==> src/rtl/mouse_ps2_pkg.sv <==
// Shared PS/2 mouse definitions: FSM state encoding, command bytes, default timing.
// Latency: none (types, constants and a pure function only).
// Backpressure: not applicable.
package mouse_ps2_pkg;

   // Transmitter state encoding; the receiver uses the same style of enum.
   typedef enum logic [2:0] {
      ST_IDLE         = 3'd0,
      ST_INHIBIT      = 3'd1,
      ST_RTS          = 3'd2,
      ST_SEND         = 3'd3,
      ST_WAIT_ACK     = 3'd4,
      ST_WAIT_RELEASE = 3'd5
   } mouse_tx_state_e;

   // Commands issued by the mouse master state machine.
   localparam logic [7:0] MOUSE_CMD_RESET  = 8'hFF;
   localparam logic [7:0] MOUSE_CMD_ENABLE = 8'hF4;

   // Default timing for a 100 MHz system clock.
   localparam int DEF_CLK_INHIBIT_CYCLES = 12000;   // 120 us
   localparam int DEF_TIMEOUT_CYCLES     = 200000;  // 2 ms
   localparam int DEF_CNT_W              = 18;

   // PS/2 frames carry odd parity: parity bit makes the total count of ones odd.
   function automatic logic odd_parity(input logic [7:0] b);
      return ~^b;
   endfunction

endpackage

==> src/rtl/ps2_clk_edge_detect.sv <==
// PS/2 clock falling-edge detector: one register stage plus a combinational pulse.
// Latency: pulse is high in the first cycle the input is seen low after being high.
// Backpressure: none; a free-running observer of the line.
module ps2_clk_edge_detect (
   input  logic i_clk,
   input  logic i_rst_n,
   input  logic i_ps2_clk,
   output logic o_fall
);

   logic r_ps2_clk_q;

   // Previous-cycle copy of the line; cleared so no edge is reported right after reset.
   always_ff @(posedge i_clk or negedge i_rst_n) begin
      if (!i_rst_n) r_ps2_clk_q <= 1'b0;
      else          r_ps2_clk_q <= i_ps2_clk;
   end

   assign o_fall = r_ps2_clk_q & ~i_ps2_clk;

endmodule

==> src/rtl/mouse_transmitter.sv <==
// PS/2 host-to-device transmitter: inhibit, request-to-send, 8 data + odd parity + stop, ACK.
// Latency: BUSY the cycle after SEND_BYTE; BYTE_SENT/TX_ERROR pulse when the frame ends.
// Backpressure: SEND_BYTE is only honoured while BUSY=0; requests while busy are dropped.
// Build option: define MOUSE_TX_ACK_CHECK_EN to flag a device NACK as TX_ERROR.
module mouse_transmitter
   import mouse_ps2_pkg::*;
#(
   parameter int CLK_INHIBIT_CYCLES = DEF_CLK_INHIBIT_CYCLES,
   parameter int TIMEOUT_CYCLES     = DEF_TIMEOUT_CYCLES,
   parameter int CNT_W              = DEF_CNT_W
) (
   input  logic       CLK,
   input  logic       RESET,
   input  logic       CLK_MOUSE_IN,
   input  logic       DATA_MOUSE_IN,
   input  logic       SEND_BYTE,
   input  logic [7:0] BYTE_TO_SEND,
   output logic       CLK_MOUSE_OUT_EN,
   output logic       DATA_MOUSE_OUT_EN,
   output logic       BUSY,
   output logic       BYTE_SENT,
   output logic       TX_ERROR
);

   localparam logic [CNT_W-1:0] LP_INH_LAST = CNT_W'(CLK_INHIBIT_CYCLES - 1);
   localparam logic [CNT_W-1:0] LP_TIMEOUT  = CNT_W'(TIMEOUT_CYCLES);

   mouse_tx_state_e  r_state, w_state_nxt;
   logic [7:0]       r_shift, w_shift_nxt;
   logic             r_parity, w_parity_nxt;
   logic [3:0]       r_bit_cnt, w_bit_cnt_nxt;
   logic [CNT_W-1:0] r_timer, w_timer_nxt, w_timer_inc;
   logic             r_data_bit, w_data_bit_nxt;  // bit currently placed on DATA
   logic             r_err, w_err_nxt;            // NACK seen in this frame
   logic             w_fall, w_timeout;
   logic             w_clk_en, w_data_en, w_sent, w_tx_err;

   ps2_clk_edge_detect u_clk_edge (
      .i_clk     (CLK),
      .i_rst_n   (RESET),
      .i_ps2_clk (CLK_MOUSE_IN),
      .o_fall    (w_fall)
   );

   assign w_timer_inc = (&r_timer) ? r_timer : r_timer + 1'b1;
   assign w_timeout   = (r_timer == LP_TIMEOUT);

   // State and datapath registers; async reset releases both lines at once.
   always_ff @(posedge CLK or negedge RESET) begin
      if (!RESET) begin
         r_state    <= ST_IDLE;
         r_shift    <= '0;
         r_parity   <= 1'b0;
         r_bit_cnt  <= '0;
         r_timer    <= '0;
         r_data_bit <= 1'b0;
         r_err      <= 1'b0;
      end else begin
         r_state    <= w_state_nxt;
         r_shift    <= w_shift_nxt;
         r_parity   <= w_parity_nxt;
         r_bit_cnt  <= w_bit_cnt_nxt;
         r_timer    <= w_timer_nxt;
         r_data_bit <= w_data_bit_nxt;
         r_err      <= w_err_nxt;
      end
   end

   // Next-state, datapath updates and line/status outputs.
   always_comb begin
      w_state_nxt    = r_state;
      w_shift_nxt    = r_shift;
      w_parity_nxt   = r_parity;
      w_bit_cnt_nxt  = r_bit_cnt;
      w_timer_nxt    = w_timer_inc;
      w_data_bit_nxt = r_data_bit;
      w_err_nxt      = r_err;
      w_clk_en       = 1'b0;
      w_data_en      = 1'b0;
      w_sent         = 1'b0;
      w_tx_err       = 1'b0;
      case (r_state)
         ST_IDLE: begin
            w_timer_nxt = '0;
            if (SEND_BYTE) begin
               w_shift_nxt    = BYTE_TO_SEND;
               w_parity_nxt   = odd_parity(BYTE_TO_SEND);
               w_bit_cnt_nxt  = '0;
               w_data_bit_nxt = 1'b0;
               w_err_nxt      = 1'b0;
               w_state_nxt    = ST_INHIBIT;
            end
         end
         ST_INHIBIT: begin
            w_clk_en = 1'b1;
            // Start bit is set up while the clock is still held low.
            if (r_timer == LP_INH_LAST) begin
               w_data_en   = 1'b1;
               w_timer_nxt = '0;
               w_state_nxt = ST_RTS;
            end
         end
         ST_RTS: begin
            w_data_en      = 1'b1;
            w_bit_cnt_nxt  = '0;
            w_timer_nxt    = '0;
            w_data_bit_nxt = 1'b0;
            w_state_nxt    = ST_SEND;
         end
         ST_SEND: begin
            w_data_en = ~r_data_bit;
            if (w_fall) begin
               w_timer_nxt   = '0;
               w_bit_cnt_nxt = r_bit_cnt + 4'd1;
               if (r_bit_cnt < 4'd8) begin
                  w_data_bit_nxt = r_shift[r_bit_cnt[2:0]];
               end else if (r_bit_cnt == 4'd8) begin
                  w_data_bit_nxt = r_parity;
               end else begin
                  w_data_bit_nxt = 1'b1;
                  w_state_nxt    = ST_WAIT_ACK;
               end
            end else if (w_timeout) begin
               w_data_en   = 1'b0;
               w_tx_err    = 1'b1;
               w_state_nxt = ST_IDLE;
            end
         end
         ST_WAIT_ACK: begin
            if (w_fall) begin
               w_timer_nxt = '0;
`ifdef MOUSE_TX_ACK_CHECK_EN
               if (DATA_MOUSE_IN) begin
                  w_tx_err  = 1'b1;
                  w_err_nxt = 1'b1;
               end
`endif
               w_state_nxt = ST_WAIT_RELEASE;
            end else if (w_timeout) begin
               w_tx_err    = 1'b1;
               w_state_nxt = ST_IDLE;
            end
         end
         ST_WAIT_RELEASE: begin
            if (CLK_MOUSE_IN && DATA_MOUSE_IN) begin
               w_sent      = ~r_err;
               w_state_nxt = ST_IDLE;
            end else if (w_timeout) begin
               w_tx_err    = 1'b1;
               w_state_nxt = ST_IDLE;
            end
         end
         default: begin
            w_state_nxt = ST_IDLE;
         end
      endcase
   end

   assign CLK_MOUSE_OUT_EN  = w_clk_en;
   assign DATA_MOUSE_OUT_EN = w_data_en;
   assign BUSY              = (r_state != ST_IDLE);
   assign BYTE_SENT         = w_sent;
   assign TX_ERROR          = w_tx_err;

endmodule
==> config.mk <==
export PLATFORM = sky130hd
export DESIGN_NAME = mouse_transmitter
export DESIGN_NICKNAME = d
export VERILOG_FILES = /design/src/rtl/mouse_ps2_pkg.sv /design/src/rtl/ps2_clk_edge_detect.sv /design/src/rtl/mouse_transmitter.sv
export SDC_FILE = /design/constraint.sdc
export NUM_CORES = 1
export LEC_CHECK = 0
export CAP_MARGIN = 10
export CORE_MARGIN = 2
export CORE_UTILIZATION = 52
export CTS_BUF_LIST = sky130_fd_sc_hd__clkbuf_4 sky130_fd_sc_hd__clkbuf_8 sky130_fd_sc_hd__clkbuf_16
export DETAILED_ROUTE_END_ITERATION = 16
export GPL_TIMING_DRIVEN = 1
export PLACE_DENSITY = 0.81
export REMOVE_ABC_BUFFERS = 1
export SLEW_MARGIN = 25
export SYNTH_ARGS = -nofsm -noshare
export SYNTH_HDL_FRONTEND = slang
export SYNTH_HIERARCHICAL = 1
export SYNTH_SLANG_ARGS = --single-unit
export TNS_END_PERCENT = 50
==> constraint.sdc <==
create_clock -name CLK -period 1.7 [get_ports CLK]
set_input_delay 0.17 -clock CLK [delete_from_list [all_inputs] [get_ports CLK]]
set_output_delay 0.17 -clock CLK [all_outputs]
set_load 0.01 [all_outputs]
Word level (Yosys, flattened, before mapping). Index checks and enable logic that the tools add are counted.

Bits in registers: 36. Latch bits: 0. Bits in writable memories: 0. Memory bits (read-only): 0. Input port bits: 13. Output and inout port bits: 5. Word-level logic and storage cells: 72. Memories: 0.

Add/sub/neg operators: 2. $mul: 0. Divide/modulo/power cells: 0. $lt $le $gt $ge: 2. Equal/unequal tests: 13. Shift-type cells: 0. Mux-type cells: 34. Bitwise operators: 3. Reductions and logical operators: 11.

Operators by type and width (number): 18-bit 2-to-1 mux (3); 18-bit one-hot mux with 3 select lines (1); 3-bit 2-to-1 mux (8); 18-bit by 1-bit adder with 18-bit output (second input constant) (1); 18-bit by 14-bit equality test with 1-bit output (second input constant) (1); 18-bit equality test (second input constant) (1); 3-bit one-hot mux with 6 select lines (1); 18-bit AND reduction (1); 1-bit 2-to-1 mux (14); 4-bit one-hot mux with 3 select lines (1); 4-bit 2-to-1 mux (2); 8-bit XNOR reduction (1); 3-bit by 2-bit equality test with 1-bit output (second input constant) (2); 3-bit equality test (second input constant) (2); 3-bit inequality test (second input constant) (2); 1-bit one-hot mux with 3 select lines (2); 3-bit nonzero test (2); 4-bit by 1-bit adder with 4-bit output (second input constant) (1); 4-bit equality test (second input constant) (1); 3-bit by 4-bit < comparator with 1-bit output (second input constant) (1); 4-bit < comparator (second input constant) (1); 2-bit inequality test (second input constant) (2); 4-bit AND reduction (1); 2-bit OR reduction (2); 10 further kinds (11).

Longest topological paths before layout.
Depth after elaboration: 5. Depth in mapped cells: 8. Mapped depth without buffers: 7.

Modules after synthesis. Netlist, hierarchy kept.

Modules (own cells, without submodules): mouse_transmitter (times used 1, cells each 223, area each 2130.8 sq um, sequential area each 875.8 sq um); ps2_clk_edge_detect (times used 1, cells each 2, area each 38.8 sq um, sequential area each 25.0 sq um).

Worst setup path after synthesis. Ideal clock, no wire load.

Path type: reg-to-reg. Start point: register r_timer[0]. End point: register r_timer[14]. Setup time: 0.119 ns. Data arrival time: 1.628 ns. Data required time: 1.581 ns. Slack: -0.047 ns. Cell stages (with the launch flop): 7. Path buffers: 0. Clock period less this slack: 1.747 ns. Cells stage by stage: dfrtp_1 ha_1 nand3_2 or3_4 nor4b_4 xnor2_1 nor2_2.

Longest elaborated chain between the ends: 4. Elaborated cells between the ends (all ways): 7. Those cells by class: add/sub: 1; eq/ne: 1; mux: 4; reduce/logical: 1.

Ends and longest elaborated chain: from (decl) (line mouse_transmitter.sv:32) `logic [CNT_W-1:0] r_timer, w_timer_nxt, w_timer_inc;`; from (signal assigned) (line mouse_transmitter.sv:63) `r_timer <= w_timer_nxt;`; 18-bit by 1-bit adder with 18-bit output / 18-bit AND reduction (equally long branches) (line mouse_transmitter.sv:45) `assign w_timer_inc = (&r_timer) ? r_timer : r_timer + 1'b1;`; 18-bit 2-to-1 mux (line mouse_transmitter.sv:45); 18-bit 2-to-1 mux (on tied branches) (line mouse_transmitter.sv:112, mouse_transmitter.sv:130, mouse_transmitter.sv:97); 18-bit one-hot mux with 3 select lines * (line mouse_transmitter.sv:82) `case (r_state)`; via w_timer_nxt[14] (line mouse_transmitter.sv:32).

The timed path passes the listed nets; every way through them passes the cells marked *. A chain may end at the register's enable or synchronous reset.

Final worst setup path.
Start point: register r_timer[1]. End point: output DATA_MOUSE_OUT_EN.

Longest elaborated chain between the ends: 4. Elaborated cells between the ends (all ways): 6. Those cells by class: eq/ne: 2; mux: 4.

Ends and longest elaborated chain: 18-bit equality test (line mouse_transmitter.sv:46) `assign w_timeout = (r_timer == LP_TIMEOUT);`; 1-bit 2-to-1 mux (line mouse_transmitter.sv:123) `end else if (w_timeout) begin`; 1-bit 2-to-1 mux (line mouse_transmitter.sv:112) `if (w_fall) begin`; 1-bit one-hot mux with 3 select lines * (line mouse_transmitter.sv:82); to (decl) (line mouse_transmitter.sv:19) `output logic DATA_MOUSE_OUT_EN,`.

Every way passes the cells marked *; elsewhere a longest branch is shown, timed or not.

==> impl_results.md <==
* Filler instances at 249
* Pwr/cell area at between 1000 and 1500 nW/µm²
* Vias/cell at 6.16
* Post-DR wirelength/cell at about 19 µm
* Drt total wl at about 6500 µm
* Final Hold Vio Count at 0
* Unrepaired setup endpoints after global routing: yes
* Largest net degree at the start of global routing at 37
* Register area at ~900 µm²
* Total Nets Final at ~320
* Pins Over Slew Limit at 0
* Die ar. at around 4700 µm²
* Main synth FF type: dfrtp_1
* Failing checks: setup timing
* Fin crit period at just under 2000 ps
* Top Layer Used: met4
* Number of synthesized register bits at 36
* Die Wd at about 69 µm
* Async set-reset flop share out of synthesis at 100%
* DRC viols at 0
* TritonRoute pass-1 iters at 4
* Multi-input gate area at around 1300 µm²
* CP endpoint kind: output pin
* GP Congestion at around 0.86
* Dpl cell area at between 2000 and 3000 µm²
* Leakage power at ~1.3 nW
* Setup Skew at roughly 11 ps
* Grt ovf at 0
* Area grow syn2layout at 39.9%
* R2r setup slk at -220 ps
* H-tree Lvls at 2
* Synth Cell Area at approximately 2200 µm²
* Effective utilization at floorplan at a little over half
* CTS Root Cell: clkbuf_8
* Outcome: finished, violations left
* Clock Sink Count at 36
* Final std cells w/o fill at 350
* Worst-Margin Slew at 476 ps
* Sequential area share after synthesis at ~42%
* Post-synth EDFFs at 0
* Yosys cell types at 53
* Diodes inserted at 0
* Total GRT Usage at 27.5%
* Cells after synthesis at 225
* Chip Height at just under 70 µm
* Initial antenna violation count at 0
* Row count at 23
* Core area at 4000 µm²
* Clock buffer count from CTS at 5
* Rel. slew slack at 68.3%
* WL met2 at ~3200 µm
* M1 WL at ~2700 µm
* Iter 0 DRT Violations at roughly 360
* Final HPWL DP at about 4000 µm
* Max clock buf depth at 2
* Hold_buf cts at 0
* TritonCTS clock tree: yes
* Max Cap Violations at 0
* Syn_area_per_cell at between 9 and 10 µm²
* CP Max Fanout at 3
* Buffers on Ports at 17
* Worst setup SP type: flop
* First-pass GRT wire length at roughly 9500 µm
* Final WS setup at -244 ps
* Inst Count DP at roughly 340
* Final period utilization at 114%
* Worst Path Required at approximately 1500 ps
* Layout cell share with drive strength beyond 1 at about 38%
* Hold WC Path Type: input port to asynchronous set/reset pin
* VDD IR max at 0.810 mV
* CP Class: flop to output pin
* Worst Path Arrival at 1770 ps
* Fmax at 0.514 GHz
* Vias in the first global route at roughly 2000
* Routed via count at between 2000 and 2500
* Synthesis Warnings at 6
* Met3 wire len at ~370 µm
* Finished Cell Area at around 3000 µm²
* # IOs at 18
* Antenna viol nets, final at 0
* Clock-pin slew on the worst setup and hold paths at ~80 ps
* Setup violations, final at 24
* Worst-skew pair later-pin latency at approximately 300 ps
-- where the power goes --
part	switching, mW	total, mW	internal, mW
clock network	0.323	0.668	0.346
registers	0.212	1.27	1.06
logic	0.843	1.72	0.877
-- worst paths after layout --
| path | depth (start not counted) | from | endpoint |
|---|---|---|---|
| max reg2reg | 8 | r_timer[1] | r_timer[15] |
| max | 8 | r_timer[1] | DATA_MOUSE_OUT_EN |
| min | 2 | RESET | r_timer[1] |
| min reg2reg | 1 | r_shift[2] | r_shift[2] |
| min in group CLK | 1 | r_shift[2] | r_shift[2] |
| max in group asynchronous | 2 | RESET | r_state[0] |
-- logic make-up (layout without fill, tap and decap cells) --
logic type               count (synthesis)  after routing  synth area share [%]
AO/OA/AOI/OAI                           44             44                  14.3
buffers and inverters                   17             91                  3.17
multiplexers                            10             10                  6.23
XOR/XNOR                                11             11                  4.44
adder cells (fa/ha/maj)                  4              4                  2.31
flip-flops                              36             36                  41.5
AND/OR/NAND/NOR                        103            104                  28.0
-- layer usage --
metal | vias to the layer above | global-route usage, %
li1 | 972 | -
met5 | - | 0
met4 | 0 | 9.00
met2 | 112 | 45.8
met3 | 35 | 4.71
met1 | 1038 | 36.1
-- through the flow --
stage	power (mW)	TNS [ps]	setup WS, ps	utilization, %	hold WS [ps]
after floorplan	2.09	-451	-57.6	-	-126
after global placement	2.73	-2220	-282	69.3	485
after detailed placement	2.81	-3360	-361	69.3	498
after CTS	3.55	-1130	-180	73.1	349
after global routing	3.86	-5150	-330	75.9	397
final	3.66	-3590	-244	75.9	330
-- cells in the mapped netlist (2+ instances only) --
library cell	n	share of area [%]
nor2_2	2	0.58
nor3_2	4	1.8
nand2_1	20	3.5
or2_2	2	0.58
o22ai_1	2	0.58
nand2b_1	2	0.58
a21oi_1	6	1.4
a211oi_1	2	0.69
and3_1	10	2.9
nor2b_1	2	0.58
nand4b_1	2	0.81
o21ai_0	12	2.8
nand4_1	6	1.7
xnor2_1	11	4.4
mux2_2	8	4.2
nand3_1	11	2.5
nor4b_1	2	0.81
a31oi_1	5	1.4
nor2_1	21	3.6
nor4_2	2	1.2
clkbuf_1	3	0.52
ha_1	4	2.3
nand3_2	3	1.4
a311oi_1	3	1.2
nor3_1	5	1.2
inv_1	12	2.1
dfrtp_1	36	42
mux4_2	2	2.1
-- worst max-delay path, stage by stage (launching register included) --
cell and delay [ps]:
dfrtp_1 430, inv_2 90, ha_4 130, nor4b_4 220, and3_4 230, a31oi_2 80, nor2b_1 110, o21ai_1 60
buf_2 130
-- cell type report --
cell class	instances	share of cell area [%]
Multi-Input combinational cell	173	43.8
Sequential cell	36	29.8
Timing Repair Buffer	71	19.6
Clock buffer	7	2.97
Tap cell	50	2.06
Inverter	12	1.48
Clock inverter	1	0.247
-- timing repair --
action	4_1_cts	5_1_grt
setup buffers	2	4
setup endpoints to repair	26	24
pin swaps	5	13
resized for setup	21	16
gates cloned	0	1
-- sequential cells by signal, summed over array words and instances (netlist names) --
name,flops
r_timer,18
r_shift,8
r_bit_cnt,4
r_state,3
r_data_bit,1
r_parity,1
u_clk_edge/r_ps2_clk_q,1
-- placed cells by master (no fill, tap or decap), types with 4 or more instances in the layout --
| master | synthesis | layout |
|---|---|---|
| nor2_2 | 2 | 4 |
| a31oi_1 | 5 | 4 |
| nand4_1 | 6 | 6 |
| xnor2_1 | 11 | 11 |
| mux2_2 | 8 | 8 |
| nand2_1 | 20 | 20 |
| clkbuf_8 | 0 | 6 |
| nor3_1 | 5 | 4 |
| nor2_1 | 21 | 19 |
| and3_1 | 10 | 9 |
| dfrtp_1 | 36 | 34 |
| o21ai_0 | 12 | 11 |
| clkdlybuf4s50_1 | 0 | 13 |
| inv_1 | 12 | 10 |
| a21oi_1 | 6 | 6 |
| nor3_2 | 4 | 4 |
| buf_4 | 1 | 50 |
| nand3_1 | 11 | 11 |
Note: power is estimated with default switching activity, not from simulation.
